### config.mk
export PLATFORM = sky130hd
export DESIGN_NAME = sram_spi_port
export DESIGN_NICKNAME = d
export VERILOG_FILES = /design/src/rtl/sram_spi_port_pkg.sv /design/src/rtl/sram_addr_counter.sv /design/src/rtl/sram_spi_port.sv
export SDC_FILE = /design/constraint.sdc
export NUM_CORES = 1
export LEC_CHECK = 0
export BUFFER_PORTS_ARGS = -buffer_cell sky130_fd_sc_hd__buf_2
export CORE_ASPECT_RATIO = 1.25
export CORE_MARGIN = 2
export CORE_UTILIZATION = 59
export DETAILED_ROUTE_END_ITERATION = 6
export PLACE_DENSITY = 0.88
export SLEW_MARGIN = 5
export SYNTH_ARGS = -nofsm -noshare
export SYNTH_HDL_FRONTEND = slang
export SYNTH_SLANG_ARGS = --single-unit
### constraint.sdc
create_clock -name clk -period 7.7 [get_ports clk]
set_clock_uncertainty 0.15 [all_clocks]
set_input_delay 0.77 -clock clk [delete_from_list [all_inputs] [get_ports clk]]
set_output_delay 0.77 -clock clk [all_outputs]
set_load 0.02 [all_outputs]
### src/rtl/sram_spi_port_pkg.sv
// Shared definitions for the SRAM-over-SPI port.
//   - SPI register addresses decoded by sram_spi_port
//   - transaction FSM state type
//   - bit positions inside sram_control_reg and sram_status
package sram_spi_port_pkg;

  localparam logic [6:0] REG_SRAM_CONTROL = 7'h07;
  localparam logic [6:0] REG_SRAM_ADDR    = 7'h08;
  localparam logic [6:0] REG_SPI_TO_SRAM  = 7'h09;
  localparam logic [6:0] REG_SRAM_TO_SPI  = 7'h0a;

  typedef enum logic [1:0] {
    ST_IDLE,
    ST_WR,
    ST_RD
  } state_e;

  // sram_control_reg fields
  localparam int unsigned CTRL_AUTO_INC = 7;
  localparam int unsigned CTRL_WRAP     = 6;

  // sram_status fields; bits [3:0] read as zero
  localparam int unsigned STAT_BUSY       = 7;
  localparam int unsigned STAT_PF_VALID   = 6;
  localparam int unsigned STAT_WR_OVERRUN = 5;
  localparam int unsigned STAT_TIMEOUT    = 4;

endpackage

### src/rtl/sram_addr_counter.sv
// Auto-incrementing SRAM byte-address counter.
//   clk, reset_n   : clock, asynchronous active-low reset (address -> 0)
//   load_i         : replace the address with load_addr_i (wins over increments)
//   inc_a_i/inc_b_i: independent increment requests; both in one cycle add two
//   auto_inc_i     : increments are ignored when low
//   wrap_i         : 1 = wrap the low byte only (page fixed), 0 = full-width wrap
//   addr_next_o    : value the counter takes on the next edge
module sram_addr_counter #(
  parameter int unsigned AW = 12
) (
  input  logic          clk,
  input  logic          reset_n,
  input  logic          load_i,
  input  logic [AW-1:0] load_addr_i,
  input  logic          inc_a_i,
  input  logic          inc_b_i,
  input  logic          auto_inc_i,
  input  logic          wrap_i,
  output logic [AW-1:0] addr_next_o
);

  logic [AW-1:0] addr_q;
  logic [AW-1:0] addr_d;

  function automatic logic [AW-1:0] bump(input logic [AW-1:0] a, input logic in_page);
    logic [AW-1:0] r;
    if (in_page) r = {a[AW-1:8], a[7:0] + 8'd1};
    else         r = a + AW'(1);
    return r;
  endfunction

  always_comb begin
    addr_d = addr_q;
    if (load_i) begin
      addr_d = load_addr_i;
    end else if (auto_inc_i) begin
      if (inc_a_i) addr_d = bump(addr_d, wrap_i);
      if (inc_b_i) addr_d = bump(addr_d, wrap_i);
    end
  end

  always_ff @(posedge clk or negedge reset_n) begin
    if (!reset_n) addr_q <= '0;
    else          addr_q <= addr_d;
  end

  assign addr_next_o = addr_d;

endmodule

### src/rtl/sram_spi_port.sv
// Bridges SPI register traffic to a single-byte req/ack SRAM port.
//   clk, reset_n            : clock, asynchronous active-low reset
//   spi_addr, wr_strobe,
//   rd_strobe               : register access from the SPI block
//   sram_control_reg        : [7] auto-increment, [6] in-page wrap, [PAGE_W-1:0] page
//   sram_start_addr_reg     : start byte within the page
//   spi_to_sram_reg         : byte to write
//   sram_to_spi_data        : prefetched read byte, valid when pf_valid
//   sram_status             : {busy, pf_valid, wr_overrun, timeout_err, 4'b0}
//   mem_req/mem_we/mem_addr/
//   mem_wdata               : request side, held stable while mem_req is high
//   mem_ack/mem_rdata       : one-cycle completion with read data
module sram_spi_port
  import sram_spi_port_pkg::*;
#(
  parameter int unsigned PAGE_W      = 4,
  parameter int unsigned ACK_TIMEOUT = 255
) (
  input  logic              clk,
  input  logic              reset_n,
  input  logic [6:0]        spi_addr,
  input  logic              wr_strobe,
  input  logic              rd_strobe,
  input  logic [7:0]        sram_control_reg,
  input  logic [7:0]        sram_start_addr_reg,
  input  logic [7:0]        spi_to_sram_reg,
  output logic [7:0]        sram_to_spi_data,
  output logic [7:0]        sram_status,
  output logic              mem_req,
  output logic              mem_we,
  output logic [PAGE_W+7:0] mem_addr,
  output logic [7:0]        mem_wdata,
  input  logic              mem_ack,
  input  logic [7:0]        mem_rdata
);

  localparam int unsigned AW   = PAGE_W + 8;
  localparam int unsigned TO_W = $clog2(ACK_TIMEOUT + 1);
  localparam logic [TO_W-1:0] TO_LAST = TO_W'(ACK_TIMEOUT - 1);

  state_e          state_q, state_d;
  logic            load_evt_q, load_evt_d;
  logic            wr_evt_q, wr_evt_d;
  logic            rd_evt_q, rd_evt_d;
  logic            wr_pend_q, wr_pend_d;
  logic            pf_pend_q, pf_pend_d;
  logic            pf_valid_q, pf_valid_d;
  logic            wr_overrun_q, wr_overrun_d;
  logic            timeout_err_q, timeout_err_d;
  logic            disc_q, disc_d;
  logic [7:0]      rd_data_q, rd_data_d;
  logic [7:0]      wr_data_q, wr_data_d;
  logic [AW-1:0]   mem_addr_q, mem_addr_d;
  logic            mem_we_q, mem_we_d;
  logic [TO_W-1:0] to_cnt_q, to_cnt_d;

  logic            cnt_inc_wr;
  logic [AW-1:0]   addr_next;
  logic            to_expired;
  logic            rd_stale;
  logic            busy;
  logic            unused_ctrl;

  // Only the page field and the two mode bits are meaningful here.
  assign unused_ctrl = ^sram_control_reg;

  // Source registers update on the strobe edge, so events act a cycle later.
  always_comb begin
    load_evt_d = wr_strobe && ((spi_addr == REG_SRAM_CONTROL) || (spi_addr == REG_SRAM_ADDR));
    wr_evt_d   = wr_strobe && (spi_addr == REG_SPI_TO_SRAM);
    rd_evt_d   = rd_strobe && (spi_addr == REG_SRAM_TO_SPI);
  end

  assign cnt_inc_wr = (state_q == ST_WR) && mem_ack;

  sram_addr_counter #(
    .AW(AW)
  ) u_addr_counter (
    .clk         (clk),
    .reset_n     (reset_n),
    .load_i      (load_evt_q),
    .load_addr_i ({sram_control_reg[PAGE_W-1:0], sram_start_addr_reg}),
    .inc_a_i     (cnt_inc_wr),
    .inc_b_i     (rd_evt_q),
    .auto_inc_i  (sram_control_reg[CTRL_AUTO_INC]),
    .wrap_i      (sram_control_reg[CTRL_WRAP]),
    .addr_next_o (addr_next)
  );

  assign to_expired = (to_cnt_q == TO_LAST);
  // A read returning in the same cycle as a load or SPI read is already stale.
  assign rd_stale   = disc_q | load_evt_q | rd_evt_q;

  always_comb begin
    state_d       = state_q;
    wr_pend_d     = wr_pend_q;
    pf_pend_d     = pf_pend_q;
    pf_valid_d    = pf_valid_q;
    wr_overrun_d  = wr_overrun_q;
    timeout_err_d = timeout_err_q;
    disc_d        = disc_q;
    rd_data_d     = rd_data_q;
    wr_data_d     = wr_data_q;
    mem_addr_d    = mem_addr_q;
    mem_we_d      = mem_we_q;
    to_cnt_d      = to_cnt_q;

    unique case (state_q)
      ST_IDLE: begin
        to_cnt_d = '0;
        // Request fields come from the counter's next value so a load
        // landing on the issue edge is already reflected.
        if (wr_pend_q) begin
          state_d    = ST_WR;
          mem_we_d   = 1'b1;
          mem_addr_d = addr_next;
        end else if (pf_pend_q) begin
          state_d    = ST_RD;
          mem_we_d   = 1'b0;
          mem_addr_d = addr_next;
        end
      end
      ST_WR: begin
        if (mem_ack) begin
          wr_pend_d  = 1'b0;
          pf_valid_d = 1'b0;
          pf_pend_d  = 1'b1;
          state_d    = ST_IDLE;
        end else if (to_expired) begin
          wr_pend_d     = 1'b0;
          timeout_err_d = 1'b1;
          state_d       = ST_IDLE;
        end else begin
          to_cnt_d = to_cnt_q + 1'b1;
        end
      end
      ST_RD: begin
        if (mem_ack) begin
          if (!rd_stale) begin
            rd_data_d  = mem_rdata;
            pf_valid_d = 1'b1;
            pf_pend_d  = 1'b0;
          end
          disc_d  = 1'b0;
          state_d = ST_IDLE;
        end else if (to_expired) begin
          pf_pend_d     = 1'b0;
          timeout_err_d = 1'b1;
          disc_d        = 1'b0;
          state_d       = ST_IDLE;
        end else begin
          to_cnt_d = to_cnt_q + 1'b1;
        end
      end
      default: state_d = ST_IDLE;
    endcase

    // SPI events are applied after the FSM so they override its flag updates.
    if (load_evt_q) begin
      pf_valid_d    = 1'b0;
      pf_pend_d     = 1'b1;
      wr_overrun_d  = 1'b0;
      timeout_err_d = 1'b0;
      if ((state_q == ST_RD) && (state_d == ST_RD)) disc_d = 1'b1;
    end

    if (wr_evt_q) begin
      if (wr_pend_q || (state_q == ST_WR)) begin
        wr_overrun_d = 1'b1;
      end else begin
        wr_data_d = spi_to_sram_reg;
        wr_pend_d = 1'b1;
      end
    end

    if (rd_evt_q) begin
      pf_valid_d = 1'b0;
      pf_pend_d  = 1'b1;
      if ((state_q == ST_RD) && (state_d == ST_RD)) disc_d = 1'b1;
    end
  end

  always_ff @(posedge clk or negedge reset_n) begin
    if (!reset_n) begin
      state_q       <= ST_IDLE;
      load_evt_q    <= 1'b0;
      wr_evt_q      <= 1'b0;
      rd_evt_q      <= 1'b0;
      wr_pend_q     <= 1'b0;
      pf_pend_q     <= 1'b0;
      pf_valid_q    <= 1'b0;
      wr_overrun_q  <= 1'b0;
      timeout_err_q <= 1'b0;
      disc_q        <= 1'b0;
      rd_data_q     <= '0;
      wr_data_q     <= '0;
      mem_addr_q    <= '0;
      mem_we_q      <= 1'b0;
      to_cnt_q      <= '0;
    end else begin
      state_q       <= state_d;
      load_evt_q    <= load_evt_d;
      wr_evt_q      <= wr_evt_d;
      rd_evt_q      <= rd_evt_d;
      wr_pend_q     <= wr_pend_d;
      pf_pend_q     <= pf_pend_d;
      pf_valid_q    <= pf_valid_d;
      wr_overrun_q  <= wr_overrun_d;
      timeout_err_q <= timeout_err_d;
      disc_q        <= disc_d;
      rd_data_q     <= rd_data_d;
      wr_data_q     <= wr_data_d;
      mem_addr_q    <= mem_addr_d;
      mem_we_q      <= mem_we_d;
      to_cnt_q      <= to_cnt_d;
    end
  end

  assign busy = (state_q != ST_IDLE) | wr_pend_q | pf_pend_q;

  always_comb begin
    sram_status                  = '0;
    sram_status[STAT_BUSY]       = busy;
    sram_status[STAT_PF_VALID]   = pf_valid_q;
    sram_status[STAT_WR_OVERRUN] = wr_overrun_q;
    sram_status[STAT_TIMEOUT]    = timeout_err_q;
  end

  // mem_req is decoded from the state flop so reset removes it immediately.
  assign mem_req          = (state_q != ST_IDLE);
  assign mem_we           = mem_we_q;
  assign mem_addr         = mem_addr_q;
  assign mem_wdata        = wr_data_q;
  assign sram_to_spi_data = rd_data_q;

endmodule

==> results by group, run 1 <==
Run status
  – Run status: complete, no violations

Yosys
  – Post-synth EDFFs: 0
  – Fraction of synthesized cell area in xor and xnor cells: 3.33%
  – Proportion of synthesized chip area in sequential cells: 40.8%
  – Most common cell in the netlist: dfrtp_1
  – Area fraction of the dominant cell type after synthesis: 40.8%
  – Area share of and/or/nand/nor cells after synthesis: 23.8%
  – Combinational family with the most area after synthesis: simple AND/OR/NAND/NOR gates
  – Post-synthesis instance area: approximately 3700 µm²
  – Share of flip-flops with an asynchronous set or reset after synthesis: 100%
  – Number of synthesized register bits: 60
  – Leading post-synthesis cells by instance count: dfrtp_1, nand2_1, nor2_1, mux2_2, o21ai_0
  – Yosys warnings: 0
  – Post-synthesis instance total: 394
  – Post-synthesis cell type with the largest combined area: dfrtp_1
  – Synthesized-area fraction occupied by adder cells: under 10%
  – Compound-cell area share of the yosys netlist: 15.1%
  – Leading cell types by total area after synthesis: dfrtp_1, mux2_2, nand2_1
  – Dominant register cell in the synthesized netlist: dfrtp_1
  – Count of different cell masters after synthesis: 59
  – Post-Syn Area per Cell: around 9.3 µm²
  – Share of synthesized area spent on multiplexers: 8.19%

Critical path
  – Crit path largest cell delay: ~0.43 ns
  – Kind of end point of the critical path: flop
  – Reg2reg setup slack: 4.58 ns
  – Worst-path maximum fanout: 11
  – CP arrival: roughly 3.3 ns
  – R2R Path Start: state_q[1]
  – Nature of the critical path startpoint: flop
  – Worst Reg-to-Reg Cells: 11
  – Worst Path Class, Setup: flop to flop
  – Critical Path, Cell by Cell: inv_1, ha_1, nand2_1, mux2_2, ha_1, nand2_1, nor3_1, a211oi_1, a211oi_2, nor4b_1, a211o_1
  – Required time of the critical path: 7.84 ns
  – Reg-to-reg endpoint: mem_addr[6]
  – Slowest cell on the critical path: ha_1

Placement
  – Number of I/O port buffers: 75
  – Global placer's final weighted congestion: 0.903
  – Cells after DPL: 526
  – Detailed Place HPWL: 5860 µm

Drt
  – Violation count after the first detailed-routing iteration: ~130
  – Routed Wire Length: 8060 µm
  – Wirelength per Cell: 14.9 µm
  – Vias per std cell: approximately 5.9
  – Post-route DRC: 0
  – Via Count: 3,175
  – Number of nets with antenna violations after detailed routing: 0
  – Number of optimization iterations in the first detailed-route pass: 5

Clock network
  – TritonCTS sink count: 60
  – Htree depth: 3
  – Root Buffer: clkbuf_8
  – Clock-pin slew of the registers on the worst-case setup and hold paths: around 0.08 ns
  – Count of hold-fix buffers inserted at cts: 0
  – Number of buffers between clock root and the deepest sink: 2
  – CTS tree: done
  – Clock buffers created by TritonCTS: 9
  – Cts repair resizes: 0
  – Post-CTS repair timing setup buffer count: 0
  – Worst skew pair latency: 0.34 ns

Pwr
  – Static Leak: 1.87 nW
  – Pwr per Cell Area: between 300 and 400 nW/µm²
  – PnR Total Power: 0.00127 W
  – IR drop worst, VDD: 236 µV

Timing
  – Worst Max-Slew Pin Slew: approximately 1.1 ns
  – Achievable Freq: around 0.32 GHz
  – # setup viols final: 0
  – Setup_tns: 0 ns
  – Slew Viols, Final: 0
  – Unrepaired setup endpoints after global routing: no
  – Worst slew margin relative to its limit: 26.9%
  – Worst hold slack: between 0.3 and 0.4 ns
  – Final worst path period share: 40.5%
  – Crit path time final: 3.12 ns
  – Number of endpoints with negative hold slack in the final report: 0

Global routing
  – First-pass GRT wire length: ~13,000 µm
  – Initial antenna violation count: 0
  – Largest net degree at the start of global routing: 61
  – Combined global-route utilization of all metal layers: 24.4%
  – Total congestion overflow after global routing: 0
  – Via count of the first global-routing pass: roughly 3.0k

Die
  – Vert. Die Dim: 92.3 µm
  – Top-Level Pins: 82
  – Row count: 32
  – Starting Density: 60.5%
  – DIE AREA: 6890 µm²
  – Area of the core: 6090 µm²
  – Width of the die: 74.7 µm

Finish
  – Post-layout instance count excluding filler cells: between 500 and 600
  – Final standard cell utilization of the core: 69.1%
  – Area growth syn-to-layout: 14.3%
  – Multi-input combinational cell area: 1970 µm²
  – Fillers: 501
  – Share of cells above drive strength 1: around 28%
  – Register Area: 1500 µm²
  – Antenna diode count: 0
  – Nets: 504

Hold path
  – Type of the most critical hold path: flop to flop
  – WHS Endpoint: mem_addr[4]
  – Cell depth of the worst min-delay path: 2
  – Hold Path Origin: mem_addr[4]

Run
  – Maximum capacitance violations: 0
kinds of logic after synthesis:
logic type	Yosys count
AND/OR/NAND/NOR	156
AO/OA/AOI/OAI	85
flip-flops	60
buffers and inverters	43
multiplexers	27
XOR/XNOR	14
adder cells (fa/ha/maj)	8
other	1
sequential cells by signal, summed over array words and instances, names as in the netlist, 2 cells and up:
signal                 flops
to_cnt_q                   8
mem_wdata                  8
u_addr_counter.addr_q     12
state_q                    2
mem_addr                  12
sram_to_spi_data           8
worst max-delay path by stage:
stage | start | endpoint | slack (ns) | depth (start not counted)
finish | state_q[1] | mem_addr[6] | 4.58 | 11
global route | state_q[1] | mem_addr[6] | 4.32 | 11
CTS | state_q[1] | mem_addr[6] | 4.60 | 11
detailed placement | mem_ack | mem_addr[6] | 4.56 | 10
global placement | mem_ack | mem_addr[6] | 4.65 | 10
floorplan | mem_ack | mem_addr[2] | 4.88 | 10
stage by stage:
step	instance area (µm²)	worst slack, ns
after global routing	4210	4.32
after global placement	4010	4.65
after detailed placement	4010	4.56
final	4210	4.58
after floorplan	3690	4.88
after CTS	4210	4.60
layout make-up:
cell class	count	area share, %
Multi-Input combinational cell	294	46.8
Timing Repair Buffer	77	9.28
Clock buffer	10	3.27
Clock inverter	6	1.52
Inverter	10	0.892
Tap cell	85	2.53
Sequential cell	60	35.7
routing by layer:
layer | part of all wire [%] | vias up | GRT usage (%)
li1 | - | 1521 | -
met1 | 41 | 1542 | 28.3
met3 | 4.4 | 13 | 5.66
met4 | 1.5 | 0 | 7.74
met5 | 0 | - | 0
met2 | 53 | 99 | 43.4
critical path, delay by kind of cell, from the launching register on:
family / cells / cell delay [ns]
fa+ha+maj: 2 / 0.66
flops: 1 / 0.41
simple gates: 4 / 0.76
mux: 1 / 0.32
buf+inv: 1 / 0.08
compound gates: 3 / 0.69
where the power goes:
part	switching (W)	internal, W	total [W]
Combinational	0.000307	0.000199	0.000506
Sequential	0.0000876	0.000393	0.000481
Clock	0.000130	0.000157	0.000288
Total	0.000525	0.000749	0.00127
cell usage in the layout, fill, tap and decap left out, drive strengths merged, types with 4 or more instances in the layout:
cell     n
clkbuf  10
mux2    22
inv      9
mux2i    5
nand4b   5
conb     4
nand3   12
and2     4
a31oi    5
ha       8
nor4     6
nor2    36
o21ai   24
a21oi   20
xnor2   11
o31ai    6
and3     4
nor3b    6
a211oi   7
nand2   39
dfrtp   60
nand2b   5
and4     5
clkinv   4
nand4    8
nor3    12
buf     77
No activity file was read; power rests on OpenSTA's default activity.
==> run 2, diff against run 1 <==
--- a/config.mk
+++ b/config.mk
@@ -8,9 +8,9 @@
 export BUFFER_PORTS_ARGS = -buffer_cell sky130_fd_sc_hd__buf_2
 export CORE_ASPECT_RATIO = 1.25
 export CORE_MARGIN = 2
-export CORE_UTILIZATION = 59
+export CORE_UTILIZATION = 49
 export DETAILED_ROUTE_END_ITERATION = 6
-export PLACE_DENSITY = 0.88
+export PLACE_DENSITY = 0.78
 export SLEW_MARGIN = 5
 export SYNTH_ARGS = -nofsm -noshare
 export SYNTH_HDL_FRONTEND = slang
==> constraint.sdc (replaced) <==
create_clock -name clk -period 2.75 [get_ports clk]
set_clock_uncertainty 0.15 [all_clocks]
set_input_delay 0.275 -clock clk [delete_from_list [all_inputs] [get_ports clk]]
set_output_delay 0.275 -clock clk [all_outputs]
set_load 0.02 [all_outputs]
==> run 2 against run 1 <==
  * Cell area grew 5.0%
  * Critical path depth unchanged
  * Utilization is 8.7 points lower
  * Clock power rose to 3.4 times the previous value
  * Routed wire length grew 8.7%
  * Worst hold slack lost 0.32 ns
  * Flip-flop and latch count unchanged
  * Count of clock-buffer cells in the layout is the same
  * Fmax is 18% higher
  * Cell count grew 3.7%
  * Critical endpoint unchanged
  * Highest routed layer unchanged
==> results by group, run 2 (synthesis results as in run 1) <==
Global routing
  – Largest net degree at the start of global routing: 61 (unchanged)
  – Total congestion overflow after global routing: 0 (unchanged)
  – Initial antenna violation count: 0 (unchanged)
  – Via count of the first global-routing pass: 3,289 (was 2,968)
  – First-pass GRT wire length: 14,300 µm (was 13,000 µm)
  – Combined global-route utilization of all metal layers: 22.3% (was 24.4%)

Die
  – DIE AREA: 8230 µm² (was 6890 µm²)
  – Starting Density: 50.4% (was 60.5%)
  – Width of the die: 81.5 µm (was 74.7 µm)
  – Row count: 35 (was 32)
  – Area of the core: 7310 µm² (was 6090 µm²)
  – Top-Level Pins: 82 (unchanged)
  – Vert. Die Dim: 101 µm (was 92.3 µm)

Clock network
  – Clock buffers created by TritonCTS: 9 (unchanged)
  – TritonCTS sink count: 60 (unchanged)
  – Number of buffers between clock root and the deepest sink: 2 (unchanged)
  – Htree depth: 3 (unchanged)
  – Clock-pin slew of the registers on the worst-case setup and hold paths: 0.07 ns (was 0.08 ns)
  – CTS tree: done (unchanged)
  – Worst skew pair latency: 0.34 ns (about the same)
  – Root Buffer: clkbuf_8 (unchanged)

Pwr
  – Pwr per Cell Area: 878 nW/µm² (was 303 nW/µm²)
  – IR drop worst, VDD: 611 µV (was 236 µV)
  – Share of power burned in the clock network: 25.6% (was 22.6%)
  – Register share of total power: 33.7% (was 37.7%)
  – Net switching power: 0.00153 W (was 0.000525 W)
  – Internal: 0.00235 W (was 0.000749 W)
  – Static Leak: 1.97 nW (was 1.87 nW)
  – Gate power share: 40.7% (was 39.7%)
  – Switching share of total power: 39.3% (was 41.2%)

Placement
  – Detailed Place HPWL: 6290 µm (was 5860 µm)
  – Post-place instance area: 4080 µm² (was 4010 µm²)
  – Worst slack after detailed placement: 0.0430 ns (was 4.56 ns)
  – Global placer's final weighted congestion: 0.924 (was 0.903)
  – Number of I/O port buffers: 75 (unchanged)

Finish
  – Final standard cell area without fillers: 4420 µm² (was 4210 µm²)
  – Share of cells above drive strength 1: 31.3% (was 27.8%)
  – Most frequent cells in the layout: buf_2, dfrtp_1, nand2_1 (unchanged)
  – Antenna diode count: 0 (unchanged)
  – Area growth syn-to-layout: 20.0% (was 14.3%)
  – Nets: 517 (was 504)
  – Final standard cell utilization of the core: 60.4% (was 69.1%)
  – Most frequent standard cell in the layout excluding fill and tap cells: buf_2 (unchanged)

Timing
  – Achievable Freq: 0.378 GHz (was 0.321 GHz)
  – Worst slew margin relative to its limit: 35.6% (was 26.9%)
  – # setup viols final: 0 (unchanged)
  – Number of endpoints with negative hold slack in the final report: 0 (unchanged)
  – Crit path time final: 2.65 ns (was 3.12 ns)
  – Final worst slack: 0.102 ns (was 4.58 ns)
  – Worst Max-Slew Pin Slew: 0.960 ns (was 1.09 ns)
  – Slew Viols, Final: 0 (unchanged)
  – Final worst path period share: 96.3% (was 40.5%)

Critical path
  – Kind of end point of the critical path: flop (unchanged)
  – Worst Path Class, Setup: flop to flop (unchanged)
  – Nature of the critical path startpoint: flop (unchanged)
  – Required time of the critical path: 2.82 ns (was 7.84 ns)
  – CP arrival: 2.72 ns (was 3.25 ns)
  – Worst-path maximum fanout: 3 (was 11)

Drt
  – Post-route DRC: 0 (unchanged)
  – Vias per std cell: 5.77 (was 5.86)
  – Wirelength per Cell: 15.6 µm (was 14.9 µm)
  – Routed Wire Length: 8760 µm (was 8060 µm)
  – Number of optimization iterations in the first detailed-route pass: 4 (was 5)
  – Number of nets with antenna violations after detailed routing: 0 (unchanged)
  – Violation count after the first detailed-routing iteration: 118 (was 134)
  – Via Count: 3,244 (was 3,175)

Run
  – Maximum capacitance violations: 0 (unchanged)

Run status
  – Run status: complete, no violations (unchanged)

Hold path
  – Type of the most critical hold path: primary input to flop (was flop to flop)
[run 2: repair_timing]
action	4_1_cts	5_1_grt
buffers inserted	0	2
setup endpoints to repair	0	13
hold buffers	2	0
hold endpoints to repair	61	0
gates resized for setup	0	10
[run 2: power by group through the flow]
stage                     clock, W  combinational, W  sequential (W)
final                     0.000993           0.00158         0.00131
after global routing       0.00104           0.00176         0.00134
after CTS                  0.00101           0.00155         0.00131
after detailed placement         0           0.00153         0.00132
after global placement           0           0.00150         0.00131
after floorplan                  0           0.00105         0.00138
[run 2: critical path, stage by stage, from the launching register on]
cell and delay [ns]:
dfrtp_1 0.37, inv_1 0.08, ha_1 0.19, nand2_1 0.10, mux2_2 0.34, ha_2 0.20
nand2_1 0.17, nor3_2 0.08, a211oi_2 0.30, a211oi_2 0.13, buf_4 0.17, a211o_1 0.25
[run 2: metrics by stage]
step,hold WS [ns],std cells,setup TNS (ns),power (W)
after floorplan,-0.171,397,0,0.00243
final,0.0131,562,0,0.00388
after detailed placement,0.319,542,0,0.00286
after global routing,0.00546,562,-0.268,0.00413
after global placement,0.309,542,0,0.00281
after CTS,0.00386,560,0,0.00387
[run 2: layer usage]
metal / global-route usage (%) / vias up / wire, µm
li1: - / 1547 / -
met1: 23.6 / 1560 / 3440
met2: 40.7 / 118 / 4610
met3: 5.20 / 19 / 488
met4: 10.3 / 0 / 227
met5: 0 / - / 0
[run 2: path summary, 6_finish.rpt]
check	to	cells past startpoint	start	slack (ns)
worst max-delay path	mem_addr[6]	11	state_q[1]	0.10
worst min-delay path	u_addr_counter.addr_q[4]	3	sram_start_addr_reg[4]	0.01
worst max register to register	mem_addr[6]	11	state_q[1]	0.10
worst min register to register	mem_we	2	mem_we	0.33
max in group asynchronous	mem_addr[0]	3	reset_n	1.47
min in group asynchronous	u_addr_counter.addr_q[10]	3	reset_n	0.48
[run 2: layout make-up]
cell class / count / area, µm²
multi-input combinational: 294 / 2020
sequential: 60 / 1500
timing repair buffer: 90 / 493
clock buffer: 10 / 138
clock inverter: 6 / 111
tap: 92 / 115
inverter: 10 / 37.5
fill: 614 / 2890
